<file path="src/rtl/cpu_mei_controller_if.sv">
// Register bus between the CPU data port and the external-interrupt controller.
interface cpu_mei_controller_if #(
    parameter int unsigned XLEN = 32
);
    logic [7:0]      reg_addr;
    logic [XLEN-1:0] reg_wdata;
    logic [3:0]      reg_wenable;
    logic            reg_rden;
    logic [XLEN-1:0] reg_rdata;

    modport master (
        output reg_addr, reg_wdata, reg_wenable, reg_rden,
        input  reg_rdata
    );

    modport slave (
        input  reg_addr, reg_wdata, reg_wenable, reg_rden,
        output reg_rdata
    );
endinterface

</file>
<file path="src/rtl/cpu_mei_controller.sv">
// External-interrupt controller: synchronises level sources, latches them into
// pending bits, selects the highest-priority eligible source above the threshold,
// and supports claim (read) / complete (write) through register offset 0x0C.
module cpu_mei_controller #(
    parameter int unsigned XLEN      = 32,
    parameter int unsigned MEI_PORTS = 4,
    parameter int unsigned PRIO_BITS = 3
) (
    input  logic                 clk,
    input  logic                 rst_n,
    input  logic [MEI_PORTS-1:0] irq_src,
    cpu_mei_controller_if.slave  bus,
    output logic                 mei_pending
);

    logic [MEI_PORTS-1:0] sync1_q, sync2_q;
    logic [MEI_PORTS-1:0] pending_q, pending_d;
    logic [MEI_PORTS-1:0] in_service_q, in_service_d;
    logic [MEI_PORTS-1:0] enable_q, enable_d;
    logic [PRIO_BITS-1:0] thresh_q, thresh_d;
    logic [PRIO_BITS-1:0] prio_q [MEI_PORTS];
    logic [PRIO_BITS-1:0] prio_d [MEI_PORTS];
    logic                 mei_pending_q;

    logic [MEI_PORTS-1:0] eligible;
    logic [4:0]           win_id;
    logic [PRIO_BITS-1:0] win_prio;
    logic [5:0]           word;
    logic                 claim_fire, complete_fire;
    logic [4:0]           complete_id;
    logic [MEI_PORTS-1:0] claim_mask, complete_mask;
    logic                 unused_bits;

    assign word        = bus.reg_addr[7:2];
    assign complete_id = bus.reg_wdata[4:0];
    assign unused_bits = ^{bus.reg_addr[1:0], bus.reg_wdata};
    assign mei_pending = mei_pending_q;

    // Eligibility and winner: strict '>' keeps the lowest ID on priority ties.
    always_comb begin
        eligible = '0;
        win_id   = '0;
        win_prio = '0;
        for (int i = 0; i < int'(MEI_PORTS); i++) begin
            eligible[i] = pending_q[i] & enable_q[i] & (prio_q[i] > thresh_q);
            if (eligible[i] && (win_id == 5'd0 || prio_q[i] > win_prio)) begin
                win_id   = 5'(i + 1);
                win_prio = prio_q[i];
            end
        end
    end

    // Claim / complete decode; a claim returning ID 0 has no side effect.
    always_comb begin
        claim_fire    = bus.reg_rden && (word == 6'd3) && (win_id != 5'd0);
        complete_fire = bus.reg_wenable[0] && (word == 6'd3);
        claim_mask    = '0;
        complete_mask = '0;
        for (int i = 0; i < int'(MEI_PORTS); i++) begin
            claim_mask[i]    = claim_fire && (win_id == 5'(i + 1));
            complete_mask[i] = complete_fire && (complete_id == 5'(i + 1));
        end
    end

    // Next state: gateway set is blocked by in_service; a same-edge claim wins over it.
    always_comb begin
        pending_d    = (pending_q | (sync2_q & ~in_service_q)) & ~claim_mask;
        in_service_d = (in_service_q & ~complete_mask) | claim_mask;
        enable_d     = enable_q;
        thresh_d     = thresh_q;
        prio_d       = prio_q;
        if (word == 6'd1) begin
            for (int i = 0; i < int'(MEI_PORTS); i++) begin
                if (bus.reg_wenable[i / 8]) enable_d[i] = bus.reg_wdata[i];
            end
        end
        if (word == 6'd2 && bus.reg_wenable[0]) thresh_d = bus.reg_wdata[PRIO_BITS-1:0];
        for (int i = 0; i < int'(MEI_PORTS); i++) begin
            if (word == 6'(i + 4) && bus.reg_wenable[0]) begin
                prio_d[i] = bus.reg_wdata[PRIO_BITS-1:0];
            end
        end
    end

    // Combinational register read; unmapped offsets return 0.
    always_comb begin
        bus.reg_rdata = '0;
        case (word)
            6'd0: bus.reg_rdata[MEI_PORTS-1:0] = pending_q;
            6'd1: bus.reg_rdata[MEI_PORTS-1:0] = enable_q;
            6'd2: bus.reg_rdata[PRIO_BITS-1:0] = thresh_q;
            6'd3: bus.reg_rdata[4:0]           = win_id;
            default: begin
                for (int i = 0; i < int'(MEI_PORTS); i++) begin
                    if (word == 6'(i + 4)) bus.reg_rdata[PRIO_BITS-1:0] = prio_q[i];
                end
            end
        endcase
    end

    // State registers with synchronous active-low reset.
    always_ff @(posedge clk) begin
        if (!rst_n) begin
            sync1_q       <= '0;
            sync2_q       <= '0;
            pending_q     <= '0;
            in_service_q  <= '0;
            enable_q      <= '0;
            thresh_q      <= '0;
            mei_pending_q <= 1'b0;
            for (int i = 0; i < int'(MEI_PORTS); i++) prio_q[i] <= '0;
        end else begin
            sync1_q       <= irq_src;
            sync2_q       <= sync1_q;
            pending_q     <= pending_d;
            in_service_q  <= in_service_d;
            enable_q      <= enable_d;
            thresh_q      <= thresh_d;
            mei_pending_q <= |eligible;
            prio_q        <= prio_d;
        end
    end

endmodule

</file>
<file path="src/flat_wrapper.sv">
// flat-port wrapper written by rule: the top's interface ports become plain ports
module cpu_mei_controller_flat 
#(
    parameter int unsigned XLEN      = 32,
    parameter int unsigned MEI_PORTS = 4,
    parameter int unsigned PRIO_BITS = 3
)
  (clk, rst_n, irq_src, mei_pending, bus_reg_addr, bus_reg_wdata, bus_reg_wenable, bus_reg_rden, bus_reg_rdata);
  cpu_mei_controller_if #(.XLEN(XLEN)) bus_i ();
  input  logic clk;
  input  logic rst_n;
  input  logic [MEI_PORTS-1:0] irq_src;
  output logic mei_pending;
  input wire logic [$bits(bus_i.reg_addr)-1:0] bus_reg_addr;
  input wire logic [$bits(bus_i.reg_wdata)-1:0] bus_reg_wdata;
  input wire logic [$bits(bus_i.reg_wenable)-1:0] bus_reg_wenable;
  input wire logic [$bits(bus_i.reg_rden)-1:0] bus_reg_rden;
  output wire logic [$bits(bus_i.reg_rdata)-1:0] bus_reg_rdata;
  assign bus_i.reg_addr = bus_reg_addr;
  assign bus_i.reg_wdata = bus_reg_wdata;
  assign bus_i.reg_wenable = bus_reg_wenable;
  assign bus_i.reg_rden = bus_reg_rden;
  assign bus_reg_rdata = bus_i.reg_rdata;
  cpu_mei_controller #(.XLEN(XLEN), .MEI_PORTS(MEI_PORTS), .PRIO_BITS(PRIO_BITS)) u_core (.clk(clk), .rst_n(rst_n), .irq_src(irq_src), .bus(bus_i), .mei_pending(mei_pending));
endmodule
</file>
<file path="config.mk">
export PLATFORM = sky130hd
export DESIGN_NAME = cpu_mei_controller_flat
export DESIGN_NICKNAME = d
export VERILOG_FILES = /design/src/rtl/cpu_mei_controller_if.sv /design/src/rtl/cpu_mei_controller.sv /design/src/flat_wrapper.sv
export SDC_FILE = /design/constraint.sdc
export NUM_CORES = 1
export LEC_CHECK = 0
export BUFFER_PORTS_ARGS = -buffer_cell sky130_fd_sc_hd__buf_4
export CORE_MARGIN = 4
export CORE_UTILIZATION = 25
export DETAILED_ROUTE_END_ITERATION = 16
export GPL_TIMING_DRIVEN = 1
export REMOVE_ABC_BUFFERS = 1
export SLEW_MARGIN = 20
export SYNTH_ARGS = -nofsm -noshare
export SYNTH_HDL_FRONTEND = slang
export SYNTH_SLANG_ARGS = --single-unit
</file>
<file path="constraint.sdc">
create_clock -name clk -period 8.2 [get_ports clk]
set_input_delay 1.64 -clock clk [delete_from_list [all_inputs] [get_ports clk]]
set_output_delay 1.64 -clock clk [all_outputs]
set_load 0.03 [all_outputs]
</file>
* Word level (Yosys, flattened, before mapping) *
Cells that the tools add are included.

storage, ports and cells
  bits in registers = 36
  input bits = 51
  output and inout bits = 33

cells by class
  order comparisons = 7
  equal/unequal tests = 15
  multiplexer cells = 14
  bitwise operators = 16
  reduce and logical (&&, ||, !) cells = 29

operator list
  operator            count
  $eq 6x3->1 const B  4
  $gt 3x3->1          7
  $mux 3              7
  $eq 5x2->1 const B  4
  $logic_and 1x1->1   19
  $logic_not 5->1     3
  $mux 5              3
  $and 4x4->4         3
  $eq 6x2->1 const B  2
  $not 4->4           3
  $pmux 3 s4          1
  $eq 5x1->1 const B  2
  $eq 5x3->1 const B  2
  $and 1x1->1         8
  $or 4x4->4          2
  $eq 6x1->1 const B  1
  $logic_not 6->1     1
  $reduce_bool 5->1   1
  $reduce_or 4->1     1
  $logic_or 1x1->1    3
  $pmux 1 s3          1
  $mux 1              2
  $reduce_and 2->1    1

* Depth between registers and ports, before layout *
Gate-level depths: netlist (run 1).

  word-level depth = 20
  mapped depth = 29
  mapped depth without buffers = 29

* Least setup slack after synthesis (run 1) *
OpenSTA, ideal clock, no wires.

  path kind = register to output
  start = reg u_core.thresh_q[1]
  end = out bus_reg_rdata[0]
  arrival = 5.623 ns
  required time = 6.560 ns
  path slack = 0.937 ns
  stages on the path, launching flop included = 28
  buffers on the path = 0
  path through = dfxtp_1 > inv_1 > ha_1 > and2b_1 > o311ai_2 > a311oi_4 > nand2_1 > ha_1 > nor2b_1 > o21ai_0 > a32oi_1 > o21ai_4 > mux2_4 > ha_1 > nor2b_1 > o21a_1 > o21ai_0 > o21a_1 > nor2_1 > inv_1 > mux2_2 > ha_1 > a21o_1 > a21oi_1 > a31oi_1 > o21ai_2 > a31oi_1 > a211oi_2

on the way
  longest elaborated chain between the ends = 16

ends and longest elaborated chain
  element                                        RTL line                   source
  from (decl)                                    cpu_mei_controller.sv:20   logic [PRIO_BITS-1:0] thresh_q, thresh_d;
  from (signal assigned)                         cpu_mei_controller.sv:118  thresh_q <= thresh_d;
  $gt 3x3->1                                     cpu_mei_controller.sv:45   eligible[i] = pending_q[i] & enable_q[i] & (prio_q[i] > thresh_q);
  $and 1x1->1                                    cpu_mei_controller.sv:45
  $mux 3 or $mux 1 (tied branches)               cpu_mei_controller.sv:46   if (eligible[i] && (win_id == 5'd0 || prio_q[i] > win_prio)) begin
  $gt 3x3->1 or $logic_not 5->1 (tied branches)  cpu_mei_controller.sv:46
  $logic_or 1x1->1                               cpu_mei_controller.sv:46
  $logic_and 1x1->1                              cpu_mei_controller.sv:46
  $mux 3 or $mux 5 (tied branches)               cpu_mei_controller.sv:46
  $gt 3x3->1 or $logic_not 5->1 (tied branches)  cpu_mei_controller.sv:46
  $logic_or 1x1->1                               cpu_mei_controller.sv:46
  $logic_and 1x1->1                              cpu_mei_controller.sv:46
  $mux 3 or $mux 5 (tied branches)               cpu_mei_controller.sv:46
  $gt 3x3->1 or $logic_not 5->1 (tied branches)  cpu_mei_controller.sv:46
  $logic_or 1x1->1                               cpu_mei_controller.sv:46
  $logic_and 1x1->1                              cpu_mei_controller.sv:46
  $mux 5 (*)                                     cpu_mei_controller.sv:46
  $pmux 3 s4 (*)                                 cpu_mei_controller.sv:88   case (word)
  to (decl)                                      flat_wrapper.sv:18         output wire logic [$bits(bus_i.reg_rdata)-1:0] bus_reg_rdata;

Mark *: on every way between the ends. The rest lies on a longest branch, timed or not.

* Worst setup path after layout (run 1) *
  start = reg u_core.thresh_q[1]
  end = out bus_reg_rdata[1]

on the way
  longest elaborated chain between the ends = 16

ends and longest elaborated chain
  element                                        RTL line
  $gt 3x3->1                                     cpu_mei_controller.sv:45
  $and 1x1->1                                    cpu_mei_controller.sv:45
  $mux 3 or $mux 1 (tied branches)               cpu_mei_controller.sv:46
  $gt 3x3->1 or $logic_not 5->1 (tied branches)  cpu_mei_controller.sv:46
  $logic_or 1x1->1                               cpu_mei_controller.sv:46
  $logic_and 1x1->1                              cpu_mei_controller.sv:46
  $mux 3 or $mux 5 (tied branches)               cpu_mei_controller.sv:46
  $gt 3x3->1 or $logic_not 5->1 (tied branches)  cpu_mei_controller.sv:46
  $logic_or 1x1->1                               cpu_mei_controller.sv:46
  $logic_and 1x1->1                              cpu_mei_controller.sv:46
  $mux 3 or $mux 5 (tied branches)               cpu_mei_controller.sv:46
  $gt 3x3->1 or $logic_not 5->1 (tied branches)  cpu_mei_controller.sv:46
  $logic_or 1x1->1                               cpu_mei_controller.sv:46
  $logic_and 1x1->1                              cpu_mei_controller.sv:46
  $mux 5                                         cpu_mei_controller.sv:46
  $pmux 3 s4 (*)                                 cpu_mei_controller.sv:88

Marked as above.

==> impl_summary.txt, run 1 <==
----------------------------------------------------
[Status]
  Result of the run ... complete, no violations

[Logic synthesis]
  Post-synthesis adder-cell area fraction ... 0.104
  Area fraction in compound gates after synthesis ... 0.142
  Mean cell area of the mapped netlist ... 8.95 µm²
  Post-Syn Instances ... 281
  Post-Synth Simple-Gate Area ... 0.204
  Area of the mapped netlist ... 2520 µm²
  Post-synthesis share of cell area spent on xor and xnor gates ... 0
  Most frequently used flop master after synthesis ... sky130_fd_sc_hd__dfxtp_1
  Number of flops mapped to enable cells by yosys ... 0
  Share of synthesized area spent on multiplexers ... 0.138
  Number of library cell types mapped by synthesis ... 46
  Portion of the post-synthesis area used by sequential elements ... 0.286
  Count of synthesis-stage warnings from yosys ... 0
  Fraction of registers with async set or reset after synthesis ... 0
  Largest family of logic cells by synthesized area ... simple AND/OR/NAND/NOR gates
  #FFs+latches synth ... 36

[Setup path]
  Worst setup endpoint ... bus_reg_rdata[1]
  Worst setup startpoint ... u_core.thresh_q[1]$_SDFFE_PN0P_
  Peak fanout along the critical path ... 7
  Slowest cell on the critical path ... sky130_fd_sc_hd__dfxtp_1
  Nature of the critical path endpoint ... output port
  Category of the critical setup timing path ... reg2out
  R2r worst-path depth ... 28
  CP arrival ... 6.19 ns
  CP dominant cell by count ... sky130_fd_sc_hd__ha_1
  Levels on crit path ... 29
  Type of element launching the critical path ... register
  FF-to-FF setup slack ... 2.32 ns
  Family with the most delay on the worst path ... compound AO/OA/AOI/OAI gates
  Startpoint of the worst-slack reg-to-reg timing path ... u_core.thresh_q[1]$_SDFFE_PN0P_
  Delay of the slowest critical-path stage ... 0.38 ns
  Reg2reg end ... u_core.pending_q[0]$_SDFF_PN0_
  Buffers plus inverters on the worst setup path ... 4
  Crit path required time ... 6.56 ns

[Pwr]
  Max IR drop VDD ... 57.2 µV
  PwrDens ... 126 nW/µm²
  Post-layout power ... 361 µW
  Cell leakage power ... 0.00111 µW

[Placed design]
  Number of buffers added on ports ... 23
  Final HPWL DP ... 4.58 mm
  Final Wtd Congestion ... 0.817
  Post-Place Cells ... 428
  Pre-CTS worst setup slack ... 0.357 ns

[STA]
  Slew at the pin closest to its max-slew limit ... 0.581 ns
  Setup slack of the critical path after layout ... 0.367 ns
  Final setup violation count ... 0
  Worst clock skew ... 0.00942 ns
  Shortest period the worst path allows ... 7.83 ns
  Final clock period utilization by the worst path ... 0.955
  Total count of hold-check failures in the final report ... 0
  Timing-limited maximum frequency ... 0.128 GHz
  Worst slew margin ... 0.612
  Final Max Slew Viols ... 0

[Detailed routing]
  Drt via density ... 4.45
  Count of TritonRoute iterations in the first routing pass ... 4
  DRC violation count after routing ... 0
  Remaining antenna violation count after routing ... 0
  Via Count ... 1964
  Total wirelength of the detailed-routed design ... 6.03 mm
  Wire length per cell after detailed routing ... 13.7 µm
  Drt first-iter violations ... 146

[Global route]
  Remaining global-route overflow ... 0
  Antenna violations before repair ... 0
  Via count of the first global-routing pass ... 1955
  Pin count of the biggest net entering global routing ... 38
  Global-route wire length before repair ... 9.76 mm
  Global Route Usage Sum ... 0.106

[Clocking]
  Clock tree from TritonCTS ... yes
  Root Buffer ... sky130_fd_sc_hd__clkbuf_8
  Clock Sinks ... 36
  Clk pin slew, worst setup/hold paths ... 0.07 ns
  Number of buffers between clock root and the deepest sink ... 2
  H-tree depth reported by CTS ... 2
  Number of buffers inserted during clock tree synthesis ... 5
  Number of hold buffers added after cts ... 0
  Insertion delay to the later sink of the worst-skew pair ... 0.30 ns

[Die]
  Row count ... 36
  Effective utilization at floorplan ... 0.257
  Area enclosed by the die boundary ... 11700 µm²
  Die outline width ... 108 µm
  Die height ... 108 µm
  Standard cell core area ... 9770 µm²
  Io pins ... 84

[Finish]
  Area of combinational cells with multiple inputs ... 1590 µm²
  Leading cell types in the layout, fill and taps excluded ... sky130_fd_sc_hd__dfxtp_1 (36), sky130_fd_sc_hd__buf_4 (31), sky130_fd_sc_hd__nor2b_1 (29)
  P&R area growth vs syn ... 14.0%
  Most common cell after layout, fill and taps aside ... sky130_fd_sc_hd__dfxtp_1
  Post-layout net count ... 379
  Layout fillers ... 1036
  Area taken by flip-flops and latches ... 721 µm²
  Layout cell share with drive strength beyond 1 ... 0.188
  Final Instance Count excl. Fillers ... 441
  Antenna diodes ... 0

[Job]
  Reported max-cap violation count ... 0

[Hold path]
  Class of the tightest hold or removal check ... reg2reg

----------------------------------------------------
## worst register-to-register path, delay by kind of cell, from the launching register on
family          cells  cell delay, ns
fa+ha+maj           4            1.25
simple gates        6            0.73
buf+inv             3            0.39
compound gates     13            2.38
mux                 2            0.65
flops               1            0.38
## flip-flops by register name, indices dropped and copies added (netlist names)
| signal | count |
|---|---|
| u_core.in_service_q | 4 |
| u_core.mei_pending | 1 |
| u_core.enable_q | 4 |
| u_core.thresh_q | 3 |
| u_core.prio_q | 12 |
| u_core.pending_q | 4 |
| u_core.sync2_q | 4 |
| u_core.sync1_q | 4 |
## what timing repair did
item	in CTS	in global routing
hold endpoints to repair	0	0
setup endpoints to repair	0	3
gates resized for setup	0	3
buffers inserted	0	5
## report_power, final
group	total [µW]	internal (µW)	leakage, µW	switching (µW)
clock network	136	68.3	0.0000445	67.7
registers	180	178	0.000292	1.91
logic	44.9	13.3	0.000778	31.6
## cell type report
type,count,share of cell area
Sequential cell,36,0.251
Inverter,16,0.0209
Clock buffer,7,0.0301
Multi-Input combinational cell,217,0.556
Timing Repair Buffer,31,0.0812
Tap cell,133,0.0580
Clock inverter,1,0.00262
## how the worst min path moves through the flow
| stage | startpoint | endpoint | slack [ns] | cells after the start |
|---|---|---|---|---|
| finish | u_core.sync1_q[0]$_SDFF_PN0_ | u_core.sync2_q[0]$_SDFF_PN0_ | 0.43 | 1 |
| global placement | u_core.sync1_q[1]$_SDFF_PN0_ | u_core.sync2_q[1]$_SDFF_PN0_ | 0.42 | 1 |
| detailed placement | u_core.sync1_q[2]$_SDFF_PN0_ | u_core.sync2_q[2]$_SDFF_PN0_ | 0.42 | 1 |
| floorplan | u_core.sync1_q[0]$_SDFF_PN0_ | u_core.sync2_q[0]$_SDFF_PN0_ | 0.41 | 1 |
| CTS | u_core.sync1_q[2]$_SDFF_PN0_ | u_core.sync2_q[2]$_SDFF_PN0_ | 0.44 | 1 |
| global route | u_core.sync1_q[0]$_SDFF_PN0_ | u_core.sync2_q[0]$_SDFF_PN0_ | 0.45 | 1 |
## logic make-up (layout without fill, tap and decap cells)
logic type                 after synthesis  after routing
buffers and inverters                   55             55
DFF                                     36             36
AOI/OAI and AO/OA                       45             45
adders and majority gates               21             21
and+or+nand+nor                         94             94
other                                    1             28
muxes                                   29             29
## cells in the mapped netlist (2+ instances only)
cell                        n  area, µm²
sky130_fd_sc_hd__dfxtp_1   36        721
sky130_fd_sc_hd__a21boi_0   3       22.5
sky130_fd_sc_hd__nor3b_1    4       30.0
sky130_fd_sc_hd__a311oi_4   2       52.6
sky130_fd_sc_hd__o22ai_1    2       12.5
sky130_fd_sc_hd__mux4_2     3       67.6
sky130_fd_sc_hd__or3_1      2       12.5
sky130_fd_sc_hd__nor2_1    12       45.0
sky130_fd_sc_hd__mux2i_1   20        200
sky130_fd_sc_hd__nand2b_1   2       12.5
sky130_fd_sc_hd__a31oi_1    2       12.5
sky130_fd_sc_hd__buf_4     28        210
sky130_fd_sc_hd__buf_1      2       7.51
sky130_fd_sc_hd__o21ai_0   13       65.1
sky130_fd_sc_hd__nor2b_1   29        181
sky130_fd_sc_hd__mux2_4     3       45.0
sky130_fd_sc_hd__and2_1     8       50.1
sky130_fd_sc_hd__nand3b_1   2       15.0
sky130_fd_sc_hd__o21a_1     2       15.0
sky130_fd_sc_hd__nand3_1   12       60.1
sky130_fd_sc_hd__nand2_1   14       52.6
sky130_fd_sc_hd__a21oi_1    8       40.0
sky130_fd_sc_hd__inv_1     15       56.3
sky130_fd_sc_hd__clkbuf_1   8       30.0
sky130_fd_sc_hd__ha_1      21        263
sky130_fd_sc_hd__mux2_2     3       33.8
sky130_fd_sc_hd__nor3_1     6       30.0
## stage by stage
step	instance area (µm²)	hold WS, ns	TNS [ns]	util
finish	2870	0.435	0	0.293
global route	2870	0.448	-0.00388	0.293
CTS	2820	0.438	0	0.289
detailed placement	2730	0.420	0	0.279
global placement	2730	0.415	0	0.279
floorplan	2360	0.412	0	-
## per-layer routing
metal  routed length, µm  global-route usage  vias to the layer above
li1                    -                   -                      972
met4                 106              0.0388                        0
met2                2880               0.180                       65
met1                2700               0.135                      918
met3                 346              0.0197                        9
met5                   0                   0                        -
No activity file was read; power rests on OpenSTA's default activity.
==> run 2: changes to the inputs <==
- CAP_MARGIN: unset -> 0
- CORE_UTILIZATION: 25 -> 40
- PLACE_DENSITY: unset -> 0.76
==> run 2 against run 1 <==
Sequential power barely moved. Power rose by 5.4%. Clock skew fell by 0.0059 ns. Sequential share of layout area rose by 0.38 points. Sequential cell count did not move. Core utilization rose by 18 points. Cell count fell by 13%. Worst hold slack got worse by 0.0036 ns. Largest power group unchanged.
==> impl_summary.txt, run 2 (synthesis gave the netlist of run 1 again) <==
----------------------------------------------------
[Clocking]
  Number of hold buffers added after cts ... 0 (unchanged)
  H-tree depth reported by CTS ... 2 (unchanged)
  Clock tree from TritonCTS ... yes (unchanged)
  Number of buffers between clock root and the deepest sink ... 2 (unchanged)
  Insertion delay to the later sink of the worst-skew pair ... 0.29 ns (was 0.30 ns)
  Clock Sinks ... 36 (unchanged)
  Clk pin slew, worst setup/hold paths ... 0.07 ns (about the same)
  Number of buffers inserted during clock tree synthesis ... 5 (unchanged)
  Root Buffer ... sky130_fd_sc_hd__clkbuf_8 (unchanged)

[Finish]
  P&R area growth vs syn ... 12.5% (was 14.0%)
  Area taken by flip-flops and latches ... 722 µm² (was 721 µm²)
  Post-route standard cell area excluding fillers ... 2830 µm² (was 2870 µm²)
  Post-layout net count ... 380 (was 379)
  Antenna diodes ... 0 (unchanged)
  Most common cell after layout, fill and taps aside ... sky130_fd_sc_hd__dfxtp_1 (unchanged)
  Register ranked first by flip-flop count ... u_core.prio_q (unchanged)
  Layout cell share with drive strength beyond 1 ... 0.201 (was 0.188)
  Max reg flops ... 12 (unchanged)
  Area of combinational cells with multiple inputs ... 1610 µm² (was 1590 µm²)
  Leading cell types in the layout, fill and taps excluded ... sky130_fd_sc_hd__dfxtp_1 (35), sky130_fd_sc_hd__buf_4 (32), sky130_fd_sc_hd__nor2b_1 (29) (was sky130_fd_sc_hd__dfxtp_1 (36), sky130_fd_sc_hd__buf_4 (31), sky130_fd_sc_hd__nor2b_1 (29))
  Layout fillers ... 556 (was 1036)
  Final Instance Count excl. Fillers ... 384 (was 441)

[Pwr]
  Cell internal pwr ... 282 µW (was 260 µW)
  Cell leakage power ... 0.00113 µW (was 0.00111 µW)
  Max IR drop VDD ... 93.0 µV (was 57.2 µV)
  Switching portion of total power ... 0.260 (was 0.281)
  Clock network power share ... 0.410 (was 0.377)
  Net switching component of the power ... 98.8 µW (was 101 µW)
  Proportion of power drawn by combinational gates ... 0.118 (was 0.125)
  Register share of total power ... 0.472 (was 0.498)
  PwrDens ... 134 nW/µm² (was 126 nW/µm²)

[Die]
  Io pins ... 84 (unchanged)
  Standard cell core area ... 6030 µm² (was 9770 µm²)
  Area enclosed by the die boundary ... 7620 µm² (was 11700 µm²)
  Die outline width ... 87.3 µm (was 108 µm)
  Die height ... 87.3 µm (was 108 µm)
  Row count ... 28 (was 36)
  Effective utilization at floorplan ... 0.418 (was 0.257)

[Setup path]
  Type of element launching the critical path ... register (unchanged)
  Buffers plus inverters on the worst setup path ... 4 (unchanged)
  Slowest cell on the critical path ... sky130_fd_sc_hd__a311oi_4 (was sky130_fd_sc_hd__dfxtp_1)
  Delay of the slowest critical-path stage ... 0.45 ns (was 0.38 ns)
  Category of the critical setup timing path ... reg2out (unchanged)
  Family with the most delay on the worst path ... compound AO/OA/AOI/OAI gates (unchanged)
  Peak fanout along the critical path ... 6 (was 7)
  FF-to-FF setup slack ... 2.13 ns (was 2.32 ns)
  CP dominant cell by count ... sky130_fd_sc_hd__ha_1 (unchanged)
  R2r worst-path depth ... 29 (was 28)
  Startpoint of the worst-slack reg-to-reg timing path ... u_core.thresh_q[1]$_SDFFE_PN0P_ (unchanged)
  Nature of the critical path endpoint ... output port (unchanged)
  CP arrival ... 6.34 ns (was 6.19 ns)
  Reg2reg end ... u_core.pending_q[0]$_SDFF_PN0_ (unchanged)
  Crit path required time ... 6.56 ns (about the same)

[Hold path]
  Class of the tightest hold or removal check ... reg2reg (unchanged)
  Hold Crit Start ... u_core.sync1_q[3]$_SDFF_PN0_ (was u_core.sync1_q[0]$_SDFF_PN0_)
  Worst Hold Path Cells ... 1 (unchanged)
  Endpoint of the worst hold-timing path ... u_core.sync2_q[3]$_SDFF_PN0_ (was u_core.sync2_q[0]$_SDFF_PN0_)

[Global route]
  Remaining global-route overflow ... 0 (unchanged)
  Via count of the first global-routing pass ... 1926 (was 1955)
  Global-route wire length before repair ... 9.21 mm (was 9.76 mm)
  Pin count of the biggest net entering global routing ... 38 (unchanged)
  Antenna violations before repair ... 0 (unchanged)
  Global Route Usage Sum ... 0.156 (was 0.106)

[STA]
  Shortest period the worst path allows ... 7.98 ns (was 7.83 ns)
  Hold slack final ... 0.431 ns (was 0.435 ns)
  Worst clock skew ... 0.00354 ns (was 0.00942 ns)
  Total count of hold-check failures in the final report ... 0 (unchanged)
  Final setup violation count ... 0 (unchanged)
  Timing-limited maximum frequency ... 0.125 GHz (was 0.128 GHz)
  Slew at the pin closest to its max-slew limit ... 0.614 ns (was 0.581 ns)
  Worst slew margin ... 0.590 (was 0.612)
  Final clock period utilization by the worst path ... 0.973 (was 0.955)
  Final Max Slew Viols ... 0 (unchanged)

[Detailed routing]
  DRC violation count after routing ... 0 (unchanged)
  Wire length per cell after detailed routing ... 14.9 µm (was 13.7 µm)
  Drt via density ... 5.26 (was 4.45)
  Total wirelength of the detailed-routed design ... 5.73 mm (was 6.03 mm)
  Drt first-iter violations ... 166 (was 146)
  DR WL met3 ... 424 µm (was 346 µm)
  Top layer in use ... met4 (unchanged)
  Via Count ... 2021 (was 1964)
  Remaining antenna violation count after routing ... 0 (unchanged)
  Count of TritonRoute iterations in the first routing pass ... 4 (unchanged)
  Detailed-routed wire length on met2 ... 2.76 mm (was 2.88 mm)
  Metal1 wirelength ... 2.46 mm (was 2.70 mm)

[Placed design]
  Final Wtd Congestion ... 0.879 (was 0.817)
  Post-detailed-placement cell area ... 2650 µm² (was 2730 µm²)
  Number of buffers added on ports ... 23 (unchanged)
  Final HPWL DP ... 4.38 mm (was 4.58 mm)
  Post-Place Cells ... 369 (was 428)

[Status]
  Result of the run ... complete, no violations (unchanged)

[Job]
  Reported max-cap violation count ... 0 (unchanged)

----------------------------------------------------
## run 2: repair_timing
item                                    in CTS  in global routing
pin swaps                                    1                  3
endpoints found under the setup margin       1                  3
endpoints found under the hold margin        0                  0
setup buffers                                0                  7
gates resized for setup                      0                  5
## run 2: layout make-up
type	instances	area share
well taps	75	0.0332
inverters	16	0.0212
clock inverters	2	0.0124
flip-flops and latches	36	0.255
multi-input cells	217	0.568
clock buffers	6	0.0256
repair buffers	32	0.0849
## run 2: worst max path at each step
stage                                    startpoint          endpoint  slack, ns  depth (start not counted)
global placement    u_core.thresh_q[1]$_SDFFE_PN0P_  bus_reg_rdata[0]       0.40                         29
global route        u_core.thresh_q[1]$_SDFFE_PN0P_  bus_reg_rdata[0]      -0.11                         29
finish              u_core.thresh_q[1]$_SDFFE_PN0P_  bus_reg_rdata[0]       0.22                         29
CTS                 u_core.thresh_q[1]$_SDFFE_PN0P_  bus_reg_rdata[0]     0.0008                         29
floorplan           u_core.thresh_q[1]$_SDFFE_PN0P_  bus_reg_rdata[0]       0.94                         27
detailed placement  u_core.thresh_q[1]$_SDFFE_PN0P_  bus_reg_rdata[0]       0.30                         29
## run 2: metal layers
layer,vias to the layer above,track usage
met5,-,0
met4,0,0.0544
li1,975,-
met1,951,0.192
met3,8,0.0331
met2,87,0.266
## run 2: power by group through the flow
stage          clock network (µW)  registers (µW)  logic [µW]
5_1_grt                       165             180        48.5
3_5_place_dp                    0             184        44.2
4_1_cts                       160             180        44.3
6_report                      156             180        44.8
3_3_place_gp                    0             184        43.8
2_1_floorplan                   0             183        27.9
## run 2: stage by stage
| step | power [µW] | setup WS [ns] | util | TNS [ns] |
|---|---|---|---|---|
| 6_report | 380 | 0.223 | 0.470 | 0 |
| 5_1_grt | 393 | -0.114 | 0.470 | -0.146 |
| 4_1_cts | 384 | 0.000815 | 0.457 | 0 |
| 3_5_place_dp | 228 | 0.298 | 0.439 | 0 |
| 3_3_place_gp | 227 | 0.401 | 0.439 | 0 |
| 2_1_floorplan | 211 | 0.937 | - | 0 |
